$ cat src/rtl/cu_pkg.sv
// rtl/cu_pkg.sv - shared encodings and default states for the control-unit microsequencer
package cu_pkg;

  localparam logic [2:0] NS_ENCODE = 3'b000;
  localparam logic [2:0] NS_INC    = 3'b001;
  localparam logic [2:0] NS_JUMP   = 3'b010;
  localparam logic [2:0] NS_CJUMP  = 3'b011;
  localparam logic [2:0] NS_FETCH  = 3'b100;

  localparam logic [1:0] CSEL_MOC  = 2'b00;
  localparam logic [1:0] CSEL_COND = 2'b01;
  localparam logic [1:0] CSEL_ZERO = 2'b10;
  localparam logic [1:0] CSEL_ONE  = 2'b11;

  localparam int DEF_RESET_STATE = 0;
  localparam int DEF_FETCH_STATE = 1;
  localparam int DEF_ABORT_STATE = 3;

endpackage

$ cat src/rtl/next_state_sel.sv
// rtl/next_state_sel.sv - combinational next-address mux with condition select/invert
module next_state_sel
  import cu_pkg::*;
#(
  parameter int STATE_W     = 7,
  parameter int FETCH_STATE = DEF_FETCH_STATE,
  parameter int ABORT_STATE = DEF_ABORT_STATE
) (
  input  logic [2:0]         ctrl_ns,
  input  logic [STATE_W-1:0] ctrl_cr,
  input  logic [1:0]         ctrl_csel,
  input  logic               ctrl_inv,
  input  logic               moc,
  input  logic               cond_true,
  input  logic [STATE_W-1:0] enc_state,
  input  logic [STATE_W-1:0] state_inc,
  output logic [STATE_W-1:0] next_state,
  output logic               undef_trap
);

  localparam logic [STATE_W-1:0] FETCH_S = STATE_W'(FETCH_STATE);
  localparam logic [STATE_W-1:0] ABORT_S = STATE_W'(ABORT_STATE);

  logic sel_cond;

  always_comb begin
    sel_cond = 1'b0;
    case (ctrl_csel)
      CSEL_MOC:  sel_cond = moc;
      CSEL_COND: sel_cond = cond_true;
      CSEL_ZERO: sel_cond = 1'b0;
      default:   sel_cond = 1'b1;
    endcase
  end

  always_comb begin
    next_state = ABORT_S;
    undef_trap = 1'b0;
    case (ctrl_ns)
      NS_ENCODE: begin
        // A failed condition skips the instruction; encoder code 0 means undefined.
        if (!cond_true) begin
          next_state = FETCH_S;
        end else if (enc_state == '0) begin
          next_state = ABORT_S;
          undef_trap = 1'b1;
        end else begin
          next_state = enc_state;
        end
      end
      NS_INC:   next_state = state_inc;
      NS_JUMP:  next_state = ctrl_cr;
      NS_CJUMP: next_state = (sel_cond ^ ctrl_inv) ? ctrl_cr : state_inc;
      NS_FETCH: next_state = FETCH_S;
      default:  next_state = ABORT_S;
    endcase
  end

endmodule

$ cat src/rtl/microsequencer.sv
// rtl/microsequencer.sv - microstate register with MOC wait/timeout and undefined-instruction trap
module microsequencer
  import cu_pkg::*;
#(
  parameter int STATE_W     = 7,
  parameter int RESET_STATE = DEF_RESET_STATE,
  parameter int FETCH_STATE = DEF_FETCH_STATE,
  parameter int ABORT_STATE = DEF_ABORT_STATE,
  parameter int MOC_TIMEOUT = 15
) (
  input  logic               clk,
  input  logic               reset,
  input  logic [STATE_W-1:0] enc_state,
  input  logic               cond_true,
  input  logic               moc,
  input  logic [2:0]         ctrl_ns,
  input  logic [STATE_W-1:0] ctrl_cr,
  input  logic [1:0]         ctrl_csel,
  input  logic               ctrl_inv,
  input  logic               ctrl_mfa,
  output logic [STATE_W-1:0] state,
  output logic               mem_wait,
  output logic               mem_fault,
  output logic               undef
);

  localparam logic [STATE_W-1:0] RESET_S = STATE_W'(RESET_STATE);
  localparam logic [STATE_W-1:0] ABORT_S = STATE_W'(ABORT_STATE);
  localparam logic [7:0]         TMO     = 8'(MOC_TIMEOUT);

  logic [STATE_W-1:0] state_q, state_d, state_inc, sel_next;
  logic [7:0]         wait_cnt_q, wait_cnt_d;
  logic               mem_fault_q, mem_fault_d;
  logic               undef_q, undef_d;
  logic               sel_undef, mem_timeout;

  assign state_inc   = state_q + STATE_W'(1);
  assign mem_wait    = ctrl_mfa & ~moc & (wait_cnt_q < TMO);
  assign mem_timeout = ctrl_mfa & ~moc & ~(wait_cnt_q < TMO);

  next_state_sel #(
    .STATE_W     (STATE_W),
    .FETCH_STATE (FETCH_STATE),
    .ABORT_STATE (ABORT_STATE)
  ) u_sel (
    .ctrl_ns    (ctrl_ns),
    .ctrl_cr    (ctrl_cr),
    .ctrl_csel  (ctrl_csel),
    .ctrl_inv   (ctrl_inv),
    .moc        (moc),
    .cond_true  (cond_true),
    .enc_state  (enc_state),
    .state_inc  (state_inc),
    .next_state (sel_next),
    .undef_trap (sel_undef)
  );

  // Memory hold outranks the microcode's own next-state choice.
  always_comb begin
    state_d     = sel_next;
    wait_cnt_d  = '0;
    mem_fault_d = 1'b0;
    undef_d     = 1'b0;
    if (mem_wait) begin
      state_d    = state_q;
      wait_cnt_d = wait_cnt_q + 8'd1;
    end else if (mem_timeout) begin
      state_d     = ABORT_S;
      mem_fault_d = 1'b1;
    end else begin
      undef_d = sel_undef;
    end
  end

  always_ff @(posedge clk) begin
    if (reset) begin
      state_q     <= RESET_S;
      wait_cnt_q  <= '0;
      mem_fault_q <= 1'b0;
      undef_q     <= 1'b0;
    end else begin
      state_q     <= state_d;
      wait_cnt_q  <= wait_cnt_d;
      mem_fault_q <= mem_fault_d;
      undef_q     <= undef_d;
    end
  end

  assign state     = state_q;
  assign mem_fault = mem_fault_q;
  assign undef     = undef_q;

endmodule

$ cat config.mk
export PLATFORM = sky130hd
export DESIGN_NAME = microsequencer
export DESIGN_NICKNAME = d
export VERILOG_FILES = /design/src/rtl/cu_pkg.sv /design/src/rtl/next_state_sel.sv /design/src/rtl/microsequencer.sv
export SDC_FILE = /design/constraint.sdc
export NUM_CORES = 1
export LEC_CHECK = 0
export CAP_MARGIN = 20
export CORE_MARGIN = 2
export CORE_UTILIZATION = 44
export CTS_CLUSTER_SIZE = 28
export DETAILED_ROUTE_END_ITERATION = 10
export GPL_ROUTABILITY_DRIVEN = 1
export GPL_TIMING_DRIVEN = 0
export HOLD_SLACK_MARGIN = 0.03
export PLACE_DENSITY = 0.83
export SLEW_MARGIN = 30
export SYNTH_ARGS = -nofsm -noshare
export SYNTH_HDL_FRONTEND = slang
export SYNTH_HIERARCHICAL = 1
export SYNTH_SLANG_ARGS = --single-unit
$ cat constraint.sdc
create_clock -name clk -period 2.7 [get_ports clk]
set_clock_uncertainty 0.2 [all_clocks]
set_input_delay 0.27 -clock clk [delete_from_list [all_inputs] [get_ports clk]]
set_output_delay 0.27 -clock clk [all_outputs]
set_load 0.05 [all_outputs]
After elaboration in Yosys (flattened, before gate mapping)
Index checks and enable logic that the tools add are counted.

Bits of input ports: 25. Logic and storage cells: 36. Output and inout port bits: 10. Register bits after elaboration: 17.

Order comparisons: 1. Eq/ne operators: 6. Mux-type cells: 8. Bitwise operators: 9. Reductions and logical operators: 6. $add $sub $neg: 2.

Operators by type and width (count): $pmux W7 S5 (1); $mux W7 (4); $add A8 B1 Y8 const B (1); $lt A8 B4 Y1 const B (1); $add A7 B1 Y7 const B (1); $logic_not A7 Y1 (1); $eq A3 B2 Y1 const B (2); $not A1 Y1 (5); $reduce_or A5 Y1 (1); $reduce_or A2 Y1 (2); $and A1 B1 Y1 (3); $eq A3 B1 Y1 const B (1); $eq A3 B3 Y1 const B (1); $logic_not A3 Y1 (1); $pmux W1 S3 (1); $eq A2 B1 Y1 const B (1); $eq A2 B2 Y1 const B (1); $logic_not A2 Y1 (1); $mux W1 (2); $xor A1 B1 Y1 (1).

Longest topological paths before layout
Gate-level depths: netlist of the first run.

Depth after elaboration: 6. Mapped depth: 8. Gate-level depth less buffers: 7.

Cells and area by module
The synthesis of the first run kept the hierarchy.

By module, submodules not included: microsequencer (area an instance 750.7 um^2, sequential area each 340.3 um^2, instances 1, cells an instance 71); next_state_sel (area an instance 267.8 um^2, sequential area each 0.0 um^2, instances 1, cells an instance 34).

Worst setup path before layout of the first run
OpenSTA, ideal clock, no wires.

Path kind: reg-to-output. From: reg wait_cnt_q[4]. To: out mem_wait. Data required time: 2230 ps. Stages on the path, launching flop included: 4. Arrival time: 1734 ps. Setup slack: 496 ps. Path buffers: 0. Cell sequence: dfxtp_1 > or4_4 > a31o_4 > nor2_1.

Word-level cells in the longest chain between the ends: 2.

Ends and longest elaborated chain: start, declared (RTL line microsequencer.sv:32) `logic [7:0] wait_cnt_q, wait_cnt_d;`; start signal, assigned (RTL line microsequencer.sv:83) `wait_cnt_q <= wait_cnt_d;`; $lt A8 B4 Y1 (RTL line microsequencer.sv:38) `assign mem_wait = ctrl_mfa & ~moc & (wait_cnt_q < TMO);`; $and A1 B1 Y1 (RTL line microsequencer.sv:38); end, declared (RTL line microsequencer.sv:22) `output logic mem_wait,`.

No other way between the ends.

Final worst setup path of the first run
Ends and elaborated chain as after synthesis.

==> results of run 1 <==
[synth_stat cells, drive strengths merged (3+ instances only)]
cell     n  share of area
dfxtp   17           0.33
inv      8          0.029
a221o    6          0.059
xnor2    6          0.052
and2     5          0.031
nand3    5          0.025
nand3b   5          0.037
nor2     5          0.018
o41ai    5          0.080
and3     4          0.029
clkbuf   4          0.015
o21ai    4          0.023
nand2    3          0.011
nor3     3          0.015
nor4     3          0.025
[power breakdown]
| group | leakage, nW | total, mW | internal (mW) | switching (mW) |
|---|---|---|---|---|
| logic | 0.399 | 0.136 | 0.0687 | 0.0674 |
| registers | 0.140 | 0.268 | 0.260 | 0.00860 |
| clock network | 0.0177 | 0.133 | 0.0550 | 0.0783 |
| total | 0.556 | 0.538 | 0.383 | 0.154 |
[final timing paths]
path | from | endpoint | slack [ns]
max | wait_cnt_q[4] | mem_wait | 0.19
min | wait_cnt_q[0] | wait_cnt_q[0] | 0.29
max reg2reg | state[0] | state[6] | 0.72
min reg2reg | wait_cnt_q[0] | wait_cnt_q[0] | 0.29
[cells by family (layout without fill, tap and decap cells)]
group,count (synthesis),after routing,share of synthesized area
adder cells (fa/ha/maj),2,2,0.0246
AO/OA/AOI/OAI,22,22,0.237
AND/OR/NAND/NOR,43,43,0.285
other,1,4,0.00368
XOR/XNOR,7,7,0.0602
flip-flops,17,17,0.334
buffers and inverters,13,50,0.0553
[state kept, by name, summed over array words and instances (netlist names)]
register    count
mem_fault       1
state           7
wait_cnt_q      8
undef           1
[area by class of cell]
type                       count  area, um^2
multi-input combinational     78         639
timing repair buffer          33         329
clock inverter                 1        5.00
inverter                       8        30.0
clock buffer                   3        22.5
fill                         181         763
buffer                         5        26.3
sequential                    17         340
tap                           28        35.0
[routing by layer]
| metal | part of all wire | up-vias |
|---|---|---|
| met5 | 0 | - |
| met2 | 0.55 | 20 |
| met1 | 0.41 | 447 |
| li1 | - | 469 |
| met3 | 0.031 | 2 |
| met4 | 0.0070 | 0 |
[through the flow]
stage / std cells / util / cell area, um^2 / worst slack [ns] / power [mW]
3_5_place_dp: 169 / 0.637 / 1400 / 0.0799 / 0.410
4_1_cts: 173 / 0.649 / 1420 / 0.177 / 0.540
3_3_place_gp: 169 / 0.637 / 1400 / 0.108 / 0.407
2_1_floorplan: 108 / - / 1030 / 0.496 / 0.347
6_report: 173 / 0.652 / 1430 / 0.190 / 0.538
5_1_grt: 173 / 0.652 / 1430 / 0.115 / 0.560
==> reports/summary.txt, run 1 <==
Routed length per instance: 13.9 um
Critical Path RT: 2.23 ns
Top Ports: 35
# diodes: 0
H-tree lvl count: 1
M2 GR Usage: 0.367
Die Y-Extent: 52.1 um
Run status: finished, final reports clean
Post-Synthesis Cells: 105
Fmax: 398 MHz
Unrepaired setup endpoints after global routing: no
WHS Path Cells: 1
Nets: 173
Most used routing layer: met2
EDFF count, synth: 0
Tmin final: 2.51 ns
Mapped cell area: 1020 um^2
Slew HR: 0.628
Crit. path cell count: 4
Total GRT Usage: 0.194
Peak VDD IR: 185 uV
Seq cells post-synth: 17
Iteration-0 DRC count of the detailed router: 14
Clock Tree Root: clkbuf_4
Worst R2R Path Depth: 7
Die Area: 2720 um^2
Critical Path AT: 2.04 ns
Yosys warnings: 6
Clk Latency, worst-skew pair: 0.28 ns
Crit Path Class: flop to output pin
PortBufs: 33
CTS buffer count: 3
Rows: 17
Share of async-settable or async-resettable flops after synthesis: 0
Core footprint: 2190 um^2
Initial Utilization: 0.465
Final HPWL DP: 1980 um
Setup violators final: 0
Antenna violations before repair: 0
Syn Area/Cell: 9.70 um^2
First-pass GRT wire length: 3910 um
P&R area growth vs syn: 40.2%
# hold bufs at CTS: 0
Critical Path, Cell by Cell: or4_4, a31o_4, nor2_1, dlygate4sd2_1
GR Overflow Total: 0
Vias in the first global route: 910
PD cells: 377 nW/um^2
Crit start category: flop
HP Class: flop to flop
Synth cell types: 37
Critical path fanouts, max: 7
Drt via density: 5.42
Ys flop type: dfxtp_1
Most common cell after layout, fill and taps aside: clkdlybuf4s50_1
DRC errors left: 0
Crit end category: output pin
Die X-Extent: 52.1 um
Post-route clock period utilization: 0.930
CTS tree: done
Post-cts sizing count: 1
GPL Wtd Cong: 0.808
Lkg Pwr: 0.556 nW
Routed vias: 938
Max incr delay on CP: 0.55 ns
Seq/Total Area, Yosys: 0.334
Clk sinks: 17
Commonest non-fill, non-tap cells in the layout: clkdlybuf4s50_1, dfxtp_1, inv_1
Slew @ Worst Pin: 0.559 ns
Met1 Usage GRT: 0.215
Largest net degree at the start of global routing: 11
Slowest CP cell: or4_4
Post-CTS Repair Setup Buffers: 0
Hold Fails Final Rpt: 0
Hold slack: 0.285 ns
Setup_tns: 0 ns
TritonRoute pass-1 iters: 4
Max clock buf depth: 2
Max-cap violations: 0
Layout cells sized above 1: 0.152
Number of buffers and inverters on the critical path: 1
GR Layer Usage met3: 0.0345
Max Slew Vio Count: 0
Routed Antenna Nets: 0
CTS clk-pin slew, worst paths: 0.10 ns
Top delay family on crit path: simple AND/OR/NAND/NOR gates
Final WL: 2410 um
Note: power is estimated with default switching activity, not from simulation.
==> inputs of run 2 (changes only) <==
--- a/config.mk
+++ b/config.mk
@@ -8,12 +8,12 @@
 export CAP_MARGIN = 20
 export CORE_MARGIN = 2
 export CORE_UTILIZATION = 44
+export CTS_BUF_LIST = sky130_fd_sc_hd__clkbuf_16
 export CTS_CLUSTER_SIZE = 28
 export DETAILED_ROUTE_END_ITERATION = 10
 export GPL_ROUTABILITY_DRIVEN = 1
 export GPL_TIMING_DRIVEN = 0
-export HOLD_SLACK_MARGIN = 0.03
-export PLACE_DENSITY = 0.83
+export PLACE_DENSITY = 0.87
 export SLEW_MARGIN = 30
 export SYNTH_ARGS = -nofsm -noshare
 export SYNTH_HDL_FRONTEND = slang
==> run 2 against run 1 <==
Utilization up 2.1 points; cell count unchanged; worst hold slack worse by 0.0060 ns; worst setup slack better by 0.059 ns; power up 28%; combinational power about the same; sequential power about the same; die area unchanged; fmax up 2.4%; first-iteration DRC count up 29%; largest cell class unchanged; largest power group is now the clock network.
==> reports/summary.txt, run 2 (synthesis gave the netlist of run 1 again) <==
Final WL: 2390 um
Unrepaired setup endpoints after global routing: no
Max Slew Vio Count: 0
Dpl cells: 169
Tmin final: 2.45 ns
Clock share of power: 0.410
Die Y-Extent: 52.1 um
Slew @ Worst Pin: 0.799 ns
Tot Pwr: 0.688 mW
Max reg flops: 8
PD cells: 467 nW/um^2
TritonRoute pass-1 iters: 6
Largest Register: wait_cnt_q
Run status: finished, final reports clean
Hold slack: 0.279 ns
Routed Antenna Nets: 0
R2R Path Start: state[0]
Nets: 173
Rows: 17
Int Pwr: 0.525 mW
CTS tree: done
Switching pwr: 0.163 mW
First-pass GRT wire length: 3910 um
Fmax: 408 MHz
WHS Path Cells: 1
Slew HR: 0.460
Peak VDD IR: 682 uV
WHS Endpoint: wait_cnt_q[0]
Crit Path Class: flop to output pin
CTS clk-pin slew, worst paths: 0.05 ns
Lkg Pwr: 0.579 nW
Capturing point of the worst reg2reg path: state[6]
Slowest CP cell: or4_4
Post-CTS Repair Setup Buffers: 0
Drt via density: 5.38
Routed vias: 931
Startpoint of the worst hold path: wait_cnt_q[0]
Setup violators final: 0
Initial Utilization: 0.465
Die X-Extent: 52.1 um
CTS buffer count: 3
Clk Latency, worst-skew pair: 0.24 ns
Hold Fails Final Rpt: 0
P&R area growth vs syn: 44.6%
Largest net degree at the start of global routing: 11
Clock Tree Root: clkbuf_16
Switch share: 0.236
GPL Wtd Cong: 0.774
Most common cell after layout, fill and taps aside: clkdlybuf4s50_1
Finished Layout Cells: 173
Vias in the first global route: 897
Layout cells sized above 1: 0.138
Critical Path, Cell by Cell: or4_4, a31o_4, nor2_1, dlygate4sd2_1
Setup_tns: 0 ns
# hold bufs at CTS: 0
Critical Path RT: 2.23 ns
Post-route clock period utilization: 0.908
Clk sinks: 17
Final HPWL DP: 1930 um
Core footprint: 2190 um^2
Max incr delay on CP: 0.55 ns
# diodes: 0
DRC errors left: 0
Crit start category: flop
Worst R2R Path Depth: 7
Seq pwr share: 0.391
Total GRT Usage: 0.195
Die Area: 2720 um^2
Reg2reg setup slack: 0.74 ns
Max-cap violations: 0
Critical path fanouts, max: 7
Top Ports: 35
Gate power share: 0.199
Antenna violations before repair: 0
H-tree lvl count: 1
HP Class: flop to flop
Crit end category: output pin
Commonest non-fill, non-tap cells in the layout: clkdlybuf4s50_1, dfxtp_1, inv_1
Iteration-0 DRC count of the detailed router: 18
Routed length per instance: 13.8 um
GR Overflow Total: 0
Critical Path AT: 1.98 ns
Fin util: 0.672
Max clock buf depth: 2
PortBufs: 33
run 2: cell count changes in the layout (fill, tap and decap cells not counted), sizes merged:
cell    before  now
inv          8    9
clkinv       1    0
run 2: area by class of cell:
class	instances	area [um^2]
plain buffers	5	26.3
clock buffers	3	75.1
clock inverters	1	3.75
fillers	166	718
inverters	8	30.0
multi-input cells	78	633
flip-flops and latches	17	340
well taps	28	35.0
repair buffers	33	329
run 2: routing by layer:
metal / track usage / vias to the layer above / part of all wire
met3: 0.0546 / 4 / 0.056
li1: - / 469 / -
met4: 0.0395 / 0 / 0.0050
met5: 0 / - / 0
met1: 0.222 / 427 / 0.41
met2: 0.359 / 31 / 0.53
run 2: per-stage QoR:
stage / worst slack [ns] / instance area (um^2)
CTS: 0.249 / 1470
global route: 0.111 / 1470
detailed placement: 0.0976 / 1400
global placement: 0.161 / 1400
floorplan: 0.496 / 1030
finish: 0.249 / 1470
run 2: worst max-delay path by stage:
stage / start / endpoint / slack [ns] / cells after the start
floorplan: wait_cnt_q[4] / mem_wait / 0.50 / 3
global placement: moc / state[6] / 0.16 / 9
detailed placement: moc / state[3] / 0.1 / 9
CTS: wait_cnt_q[4] / mem_wait / 0.25 / 4
global route: ctrl_ns[1] / state[1] / 0.11 / 7
finish: wait_cnt_q[4] / mem_wait / 0.25 / 4
run 2: worst max-delay path: cells and delay by family (launching register included):
kind	cells	cell delay (ns)
buffers and inverters	1	0.53
AND/OR/NAND/NOR	2	0.64
AO/OA/AOI/OAI	1	0.27
flip-flops	1	0.29
run 2: what timing repair did:
action | 4_1_cts | 5_1_grt
resized for setup | 1 | 0
endpoints found under the hold margin | 0 | 0
setup endpoints to repair | 1 | 0
run 2: power by group through the flow:
stage | combinational (mW) | clock, mW | sequential (mW)
after detailed placement | 0.137 | 0 | 0.274
after global routing | 0.147 | 0.298 | 0.270
after CTS | 0.137 | 0.290 | 0.269
after floorplan | 0.0556 | 0 | 0.292
after global placement | 0.134 | 0 | 0.273
final | 0.137 | 0.282 | 0.269
==> inputs of run 3 (changes only) <==
--- a/config.mk
+++ b/config.mk
@@ -14,7 +14,7 @@
 export GPL_ROUTABILITY_DRIVEN = 1
 export GPL_TIMING_DRIVEN = 0
 export PLACE_DENSITY = 0.87
-export SLEW_MARGIN = 30
+export SLEW_MARGIN = 15
 export SYNTH_ARGS = -nofsm -noshare
 export SYNTH_HDL_FRONTEND = slang
 export SYNTH_HIERARCHICAL = 1
==> results of run 3 <==
Final layout, timing and power as in run 2 (identical DEF).
